**src/rtl/kamikaze_mem_arbiter_pkg.sv**
```systemverilog
// Shared constants for the kamikaze memory arbiter: state encoding and the
// default fetch starvation bound.
package kamikaze_mem_arbiter_pkg;

  localparam logic [1:0] KMKZ_ARB_IDLE   = 2'd0;
  localparam logic [1:0] KMKZ_ARB_IGRANT = 2'd1;
  localparam logic [1:0] KMKZ_ARB_DGRANT = 2'd2;
  localparam logic [1:0] KMKZ_ARB_DRAIN  = 2'd3;

  localparam int KMKZ_STARVE_LIMIT = 4;

  typedef enum logic [1:0] {
    ST_IDLE   = KMKZ_ARB_IDLE,
    ST_IGRANT = KMKZ_ARB_IGRANT,
    ST_DGRANT = KMKZ_ARB_DGRANT,
    ST_DRAIN  = KMKZ_ARB_DRAIN
  } arb_state_e;

endpackage

```
**src/rtl/kamikaze_mem_arbiter.sv**
```systemverilog
// Shares one memory port between instruction fetch and load/store. Data wins by
// default; fetch is forced after STARVE_LIMIT consecutive data grants.
//
// Handshake: a requester raises req with a stable payload; the arbiter samples
// req/payload only on the cycle it (re)arbitrates. A ready pulse marks the
// completion cycle, and in that same cycle the requester already presents its
// next request (or drops req), so zero-wait memory streams one word per cycle.
module kamikaze_mem_arbiter
  import kamikaze_mem_arbiter_pkg::*;
#(
  parameter int STARVE_LIMIT = KMKZ_STARVE_LIMIT
) (
  input  logic        clk_i,
  input  logic        rst_i,
  input  logic        i_req_i,
  input  logic [31:0] i_addr_i,
  output logic [31:0] i_rdata_o,
  output logic        i_ready_o,
  input  logic        flush_i,
  input  logic        d_req_i,
  input  logic        d_we_i,
  input  logic [3:0]  d_be_i,
  input  logic [31:0] d_addr_i,
  input  logic [31:0] d_wdata_i,
  output logic [31:0] d_rdata_o,
  output logic        d_ready_o,
  output logic        mem_req_o,
  output logic        mem_we_o,
  output logic [3:0]  mem_be_o,
  output logic [31:0] mem_addr_o,
  output logic [31:0] mem_wdata_o,
  input  logic [31:0] mem_rdata_i,
  input  logic        mem_ack_i,
  output logic [1:0]  state_o,
  output logic [3:0]  starve_cnt_o
);

  localparam logic [3:0] LIMIT = 4'(STARVE_LIMIT);

  arb_state_e  state_q;
  arb_state_e  grant;
  logic        rearb;
  logic        req_q;
  logic        we_q;
  logic [3:0]  be_q;
  logic [31:0] addr_q;
  logic [31:0] wdata_q;
  logic [3:0]  starve_cnt_q;

  // Next owner of the bus whenever a decision is due.
  always_comb begin
    grant = ST_IDLE;
    if (d_req_i && (starve_cnt_q < LIMIT)) begin
      grant = ST_DGRANT;
    end else if (i_req_i && !flush_i) begin
      grant = ST_IGRANT;
    end else if (d_req_i) begin
      grant = ST_DGRANT;
    end
  end

  assign rearb = (state_q == ST_IDLE) || mem_ack_i;

  always_ff @(posedge clk_i or negedge rst_i) begin
    if (!rst_i) begin
      state_q <= ST_IDLE;
      req_q   <= 1'b0;
      we_q    <= 1'b0;
      be_q    <= 4'h0;
      addr_q  <= 32'h0;
      wdata_q <= 32'h0;
    end else if (rearb) begin
      state_q <= grant;
      req_q   <= (grant != ST_IDLE);
      case (grant)
        ST_IGRANT: begin
          we_q    <= 1'b0;
          be_q    <= 4'hF;
          addr_q  <= i_addr_i & 32'hFFFF_FFFC;
          wdata_q <= 32'h0;
        end
        ST_DGRANT: begin
          we_q    <= d_we_i;
          be_q    <= d_be_i;
          addr_q  <= d_addr_i;
          wdata_q <= d_wdata_i;
        end
        default: we_q <= 1'b0;
      endcase
    end else if (state_q == ST_IGRANT && flush_i) begin
      // The bus access cannot be aborted; wait out its ack and drop the data.
      state_q <= ST_DRAIN;
    end
  end

  always_ff @(posedge clk_i or negedge rst_i) begin
    if (!rst_i) begin
      starve_cnt_q <= 4'h0;
    end else if (!i_req_i) begin
      starve_cnt_q <= 4'h0;
    end else if (rearb && grant == ST_IGRANT) begin
      starve_cnt_q <= 4'h0;
    end else if (rearb && grant == ST_DGRANT && starve_cnt_q < LIMIT) begin
      starve_cnt_q <= starve_cnt_q + 4'h1;
    end
  end

  assign mem_req_o   = req_q;
  assign mem_we_o    = we_q;
  assign mem_be_o    = be_q;
  assign mem_addr_o  = addr_q;
  assign mem_wdata_o = wdata_q;

  assign i_ready_o = (state_q == ST_IGRANT) && mem_ack_i && !flush_i;
  assign i_rdata_o = mem_rdata_i;
  assign d_ready_o = (state_q == ST_DGRANT) && mem_ack_i;
  assign d_rdata_o = mem_rdata_i;

  assign state_o      = state_q;
  assign starve_cnt_o = starve_cnt_q;

endmodule
```
**config.mk**
```make
export PLATFORM = sky130hd
export DESIGN_NAME = kamikaze_mem_arbiter
export DESIGN_NICKNAME = d
export VERILOG_FILES = /design/src/rtl/kamikaze_mem_arbiter_pkg.sv /design/src/rtl/kamikaze_mem_arbiter.sv
export SDC_FILE = /design/constraint.sdc
export NUM_CORES = 1
export LEC_CHECK = 0
export CAP_MARGIN = 0
export CORE_MARGIN = 5
export CORE_UTILIZATION = 34
export DETAILED_ROUTE_END_ITERATION = 12
export MAX_ROUTING_LAYER = met4
export PLACE_DENSITY_LB_ADDON = 0.12
export RECOVER_POWER = 50
export SYNTH_ARGS = -nofsm -noshare
export SYNTH_HDL_FRONTEND = slang
export SYNTH_SLANG_ARGS = --single-unit
```
**constraint.sdc**
```tcl
create_clock -name clk_i -period 1.85 [get_ports clk_i]
set_clock_uncertainty 0.2 [all_clocks]
set_input_delay 0.4625 -clock clk_i [delete_from_list [all_inputs] [get_ports clk_i]]
set_output_delay 0.4625 -clock clk_i [all_outputs]
set_load 0.1 [all_outputs]
```
== After elaboration in Yosys (flattened, before gate mapping) ==
Index checks and enable logic that the tools add are counted.
Storage, ports and cells
  bits in writable memories: 0
  input bits: 139
  bits in latches: 0
  bits in read-only memories: 0
  flip-flop bits (word level): 76
  memories kept: 0
Operators by class
  multiplexer cells: 12
  multipliers: 0
  reduce and logical (&&, ||, !) cells: 16
  shifts and indexed selects: 0
  equality and inequality tests: 5
  divide/modulo/power cells: 0
  $add $sub $neg: 1
  bitwise logic cells: 0
  magnitude comparators: 1
Operator list (count)
  32-bit case mux with 2 select lines: 2
  4-bit 2-to-1 mux: 3
  2-bit 2-to-1 mux: 5
  1-bit logical AND: 9
  4-bit case mux with 2 select lines: 1
  2-bit nonzero test: 3
  4-bit by 1-bit adder with 4-bit output (second input constant): 1
  2-bit by 1-bit == test with 1-bit output (second input constant): 2
  2-bit == test (second input constant): 2
  4-bit by 3-bit less-than comparator with 1-bit output (second input constant): 1
  3-bit by 1-bit != test with 1-bit output (second input constant): 1
  2-bit zero test: 1
  2-bit AND reduction: 1
  1-bit zero test: 1
  1-bit logical OR: 1
  1-bit 2-to-1 mux: 1

== Logic depth before layout (Yosys ltp) ==
  word-level depth: 10
  mapped depth: 6
  gate-level depth less buffers: 4

== Worst setup path after synthesis ==
OpenSTA, ideal clock, no wires.
  kind: reg2out
  start point: reg state_q[0] (netlist: state_o[0])
  end point: out i_ready_o
  data arrival time: 4.295 ns
  path buffers: 0
  data required time: 1.187 ns
  stages on the path, launching flop included: 3
  slack: -3.107 ns
  cell sequence: dfrtp_1 > inv_1 > nor4b_1
Between the ends
  word-level cells in the longest chain between the ends: 3
RTL lines
  start, declared: line kamikaze_mem_arbiter.sv:40  | arb_state_e state_q;
  start signal, assigned: line kamikaze_mem_arbiter.sv:73  | state_q <= grant;
  2-bit by 1-bit == test with 1-bit output: line kamikaze_mem_arbiter.sv:114  | assign i_ready_o = (state_q == ST_IGRANT) && mem_ack_i && !flush_i;
  1-bit logical AND (2 in a row): line kamikaze_mem_arbiter.sv:114
  end, declared: line kamikaze_mem_arbiter.sv:18  | output logic i_ready_o,
Every way passes these cells.

== Worst setup path in the final report ==
  start point: reg state_q[1] (netlist: state_o[1])
  end point: out i_ready_o
Same word-level chain as after synthesis.

==> impl_metrics.csv <==
group,metric,value,unit
setup_path,start_kind,"register",
final_layout,final_common_cell,"clkdlybuf4s50_1",
power_and_ir_drop,p_leak,2.96,nW
placed_design,postPlaceCellArea,0.00607,mm²
setup_path,critPathArrivalTime,1450,ps
clocking,cts_root_buf,"clkbuf_8",
setup_path,endpoint_kind,"primary output",
route,drc_errors,0,
route,vias,2949,
route,wl,11900,µm
flow_run,max_cap_violations,0,
placed_design,gp_congestion,0.775,
sta,worst_slack,-261,ps
route,antenna_left,0,
floorplanning,rows,37,
sta,fmax,474,MHz
grt,grt_util_met3,0.0801,
placed_design,dp_hpwl,8450,µm
power_and_ir_drop,p_sw,3.00,mW
route,viasPerCell,4.76,
grt,use_met2,0.280,
clocking,h-tree-depth,3,
sta,maxSlewViolCount,0,
power_and_ir_drop,cellPowerDensity,1040,mW/mm²
synthesis,syn_nets,462,
clocking,cts_buffers,9,
sta,finalSetupViolCount,9,
synthesis,ys_seq_area_frac,0.523,
sta,slew_headroom,0.356,
synthesis,synth_cell_types,30,
route,wl_per_cell,19.2,µm
grt,gr-max-usage-layer,"met2",
clocking,cts.sinks,76,
synthesis,synth-warning-count,0,
synthesis,syn_area_per_cell,11.3,µm²
power_and_ir_drop,power_frac_seq,0.309,
grt,antenna_found_initial,0,
synthesis,synth_top_flop_cell,"dfrtp_1",
floorplanning,die_w,113,µm
setup_path,crit_path_cell_trace,"buf_6 > nor4b_4 > buf_12",
final_layout,final_cell_mix,"clkdlybuf4s50_1, buf_12, dfrtp_1",
outcome,violations,"negative setup slack",
final_layout,nets,619,
power_and_ir_drop,power.share.switching,0.434,
setup_path,criticalPathCategory,"register to primary output",
final_layout,drive_above_1_share,0.321,
floorplanning,die_h,113,µm
sta,worst_pin_slew,967,ps
floorplanning,coreArea,0.0104,mm²
clocking,clk_latency,330,ps
synthesis,synth_edf_count,0,
grt,grt_max_degree,42,
sta,rsz0062_at_grt,"true",
final_layout,antenna_cells,0,
grt,first_global_vias,3037,
synthesis,syn_inst,322,
power_and_ir_drop,combPwrFrac,0.514,
clocking,cts_buffer_depth,2,
final_layout,final_area,0.00666,mm²
floorplanning,start_util,0.351,
power_and_ir_drop,p_int,3.92,mW
grt,overflow,0,
placed_design,numPortBuffers,182,
route,drt_iter0_markers,96,
floorplanning,die_area,0.0129,mm²
floorplanning,ioPinCount,281,
grt,grt_pass1_wl,17100,µm
sta,finalHoldViolations,0,
setup_path,slowest_delay,480,ps
grt,use_met1,0.196,
final_layout,area_delta_synth_final,83.1,%
grt,grt.total_usage,0.173,
power_and_ir_drop,ir_drop,0.585,mV
sta,min_period_over_period,1.14,
synthesis,syn_area,0.00364,mm²
sta,fin_crit,2110,ps
synthesis,synthArstFlopShare,1.00,
worst_hold_path,hp-class,"register to register",
route,drtPass1Iterations,4,
power_and_ir_drop,power_frac_clock,0.177,
clocking,cts_tree,"done",
synthesis,ys_seq_elements,76,
outcome,outcome,"finished, violations left",
setup_path,crit_slowest_cell,"dfrtp_4",
clocking,path_clk_slew,80,ps
setup_path,path_max_fanout,2,
setup_path,required,1190,ps
sta,hold_slack,365,ps
==> sequential cells by signal, summed over array words and instances (netlist names) <==
signal        count
starve_cnt_o      4
mem_addr_o       32
mem_wdata_o      32
mem_be_o          4
mem_we_o          1
mem_req_o         1
state_o           2
==> metrics by stage <==
stage | power (mW) | setup slack [ps] | TNS, ps | instances | util
floorplan | 4.71 | -589 | -2050 | 322 | -
CTS | 6.89 | -301 | -2300 | 605 | 0.616
finish | 6.92 | -261 | -547 | 619 | 0.642
global route | 7.17 | -333 | -4880 | 619 | 0.642
detailed placement | 5.59 | -570 | -33680 | 582 | 0.585
global placement | 5.56 | -510 | -31050 | 582 | 0.585
==> cell families after synthesis <==
family                   share of synthesized area
adder cells (fa/ha/maj)                    0.00344
AND/OR/NAND/NOR                             0.0616
AO/OA/AOI/OAI                                0.165
buffers and inverters                        0.164
multiplexers                                0.0826
flip-flops                                   0.523
==> path summary, 6_finish.rpt <==
kind,from,end,slack (ps),cells past startpoint
worst max-delay path,state_o[1],i_ready_o,-260,3
max in group asynchronous,rst_i,mem_addr_o[13],0,3
worst max register to register,state_o[0],mem_be_o[3],20,6
worst min-delay path,mem_we_o,mem_we_o,360,2
min in group asynchronous,rst_i,mem_wdata_o[13],600,2
worst min register to register,mem_we_o,mem_we_o,360,2
==> area by class of cell <==
type	count	area (µm²)
clock buffers	10	138
clock inverters	5	52.6
fillers	822	3710
inverters	1	6.26
multi-input cells	166	1210
flip-flops and latches	76	1920
well taps	136	170
repair buffers	225	3170
==> synth_stat cells (2+ instances only) <==
| master | n | area share |
|---|---|---|
| dfrtp_1 | 76 | 0.52 |
| buf_4 | 64 | 0.13 |
| a22o_1 | 34 | 0.082 |
| nor2_1 | 33 | 0.034 |
| a21oi_1 | 31 | 0.043 |
| mux2i_1 | 30 | 0.083 |
| buf_2 | 13 | 0.018 |
| nand2_1 | 8 | 0.0083 |
| o21ai_0 | 4 | 0.0055 |
| o22a_1 | 4 | 0.0096 |
| buf_8 | 3 | 0.012 |
| nand3_1 | 2 | 0.0028 |
| o21ai_4 | 2 | 0.0089 |
| o22ai_1 | 2 | 0.0034 |
==> timing repair <==
item | CTS | global route
hold endpoints to repair | 14 | 0
pin swaps | 4 | 8
endpoints found under the setup margin | 69 | 69
setup buffers | 5 | 7
hold buffers | 1 | 0
gates resized for setup | 11 | 17
cloned | 2 | 8
==> routing by layer <==
layer	wire, µm	vias up	part of all wire
met1	4480	1401	0.38
met5	0	-	0
met4	103	0	0.0087
met2	5980	161	0.50
met3	1320	12	0.11
li1	-	1375	-
==> power groups by stage <==
stage / clock (mW) / sequential, mW / combinational, mW
2_1_floorplan: 0 / 3.68 / 1.03
4_1_cts: 1.26 / 2.14 / 3.48
5_1_grt: 1.33 / 2.17 / 3.67
6_report: 1.22 / 2.14 / 3.56
3_5_place_dp: 0 / 2.17 / 3.42
3_3_place_gp: 0 / 2.16 / 3.40
==> critical path: cells and delay by family (launching register included) <==
| family | cells | cell delay (ps) |
|---|---|---|
| DFF | 1 | 480 |
| buffers and inverters | 2 | 340 |
| and+or+nand+nor | 1 | 290 |
No activity file was read; power rests on OpenSTA's default activity.
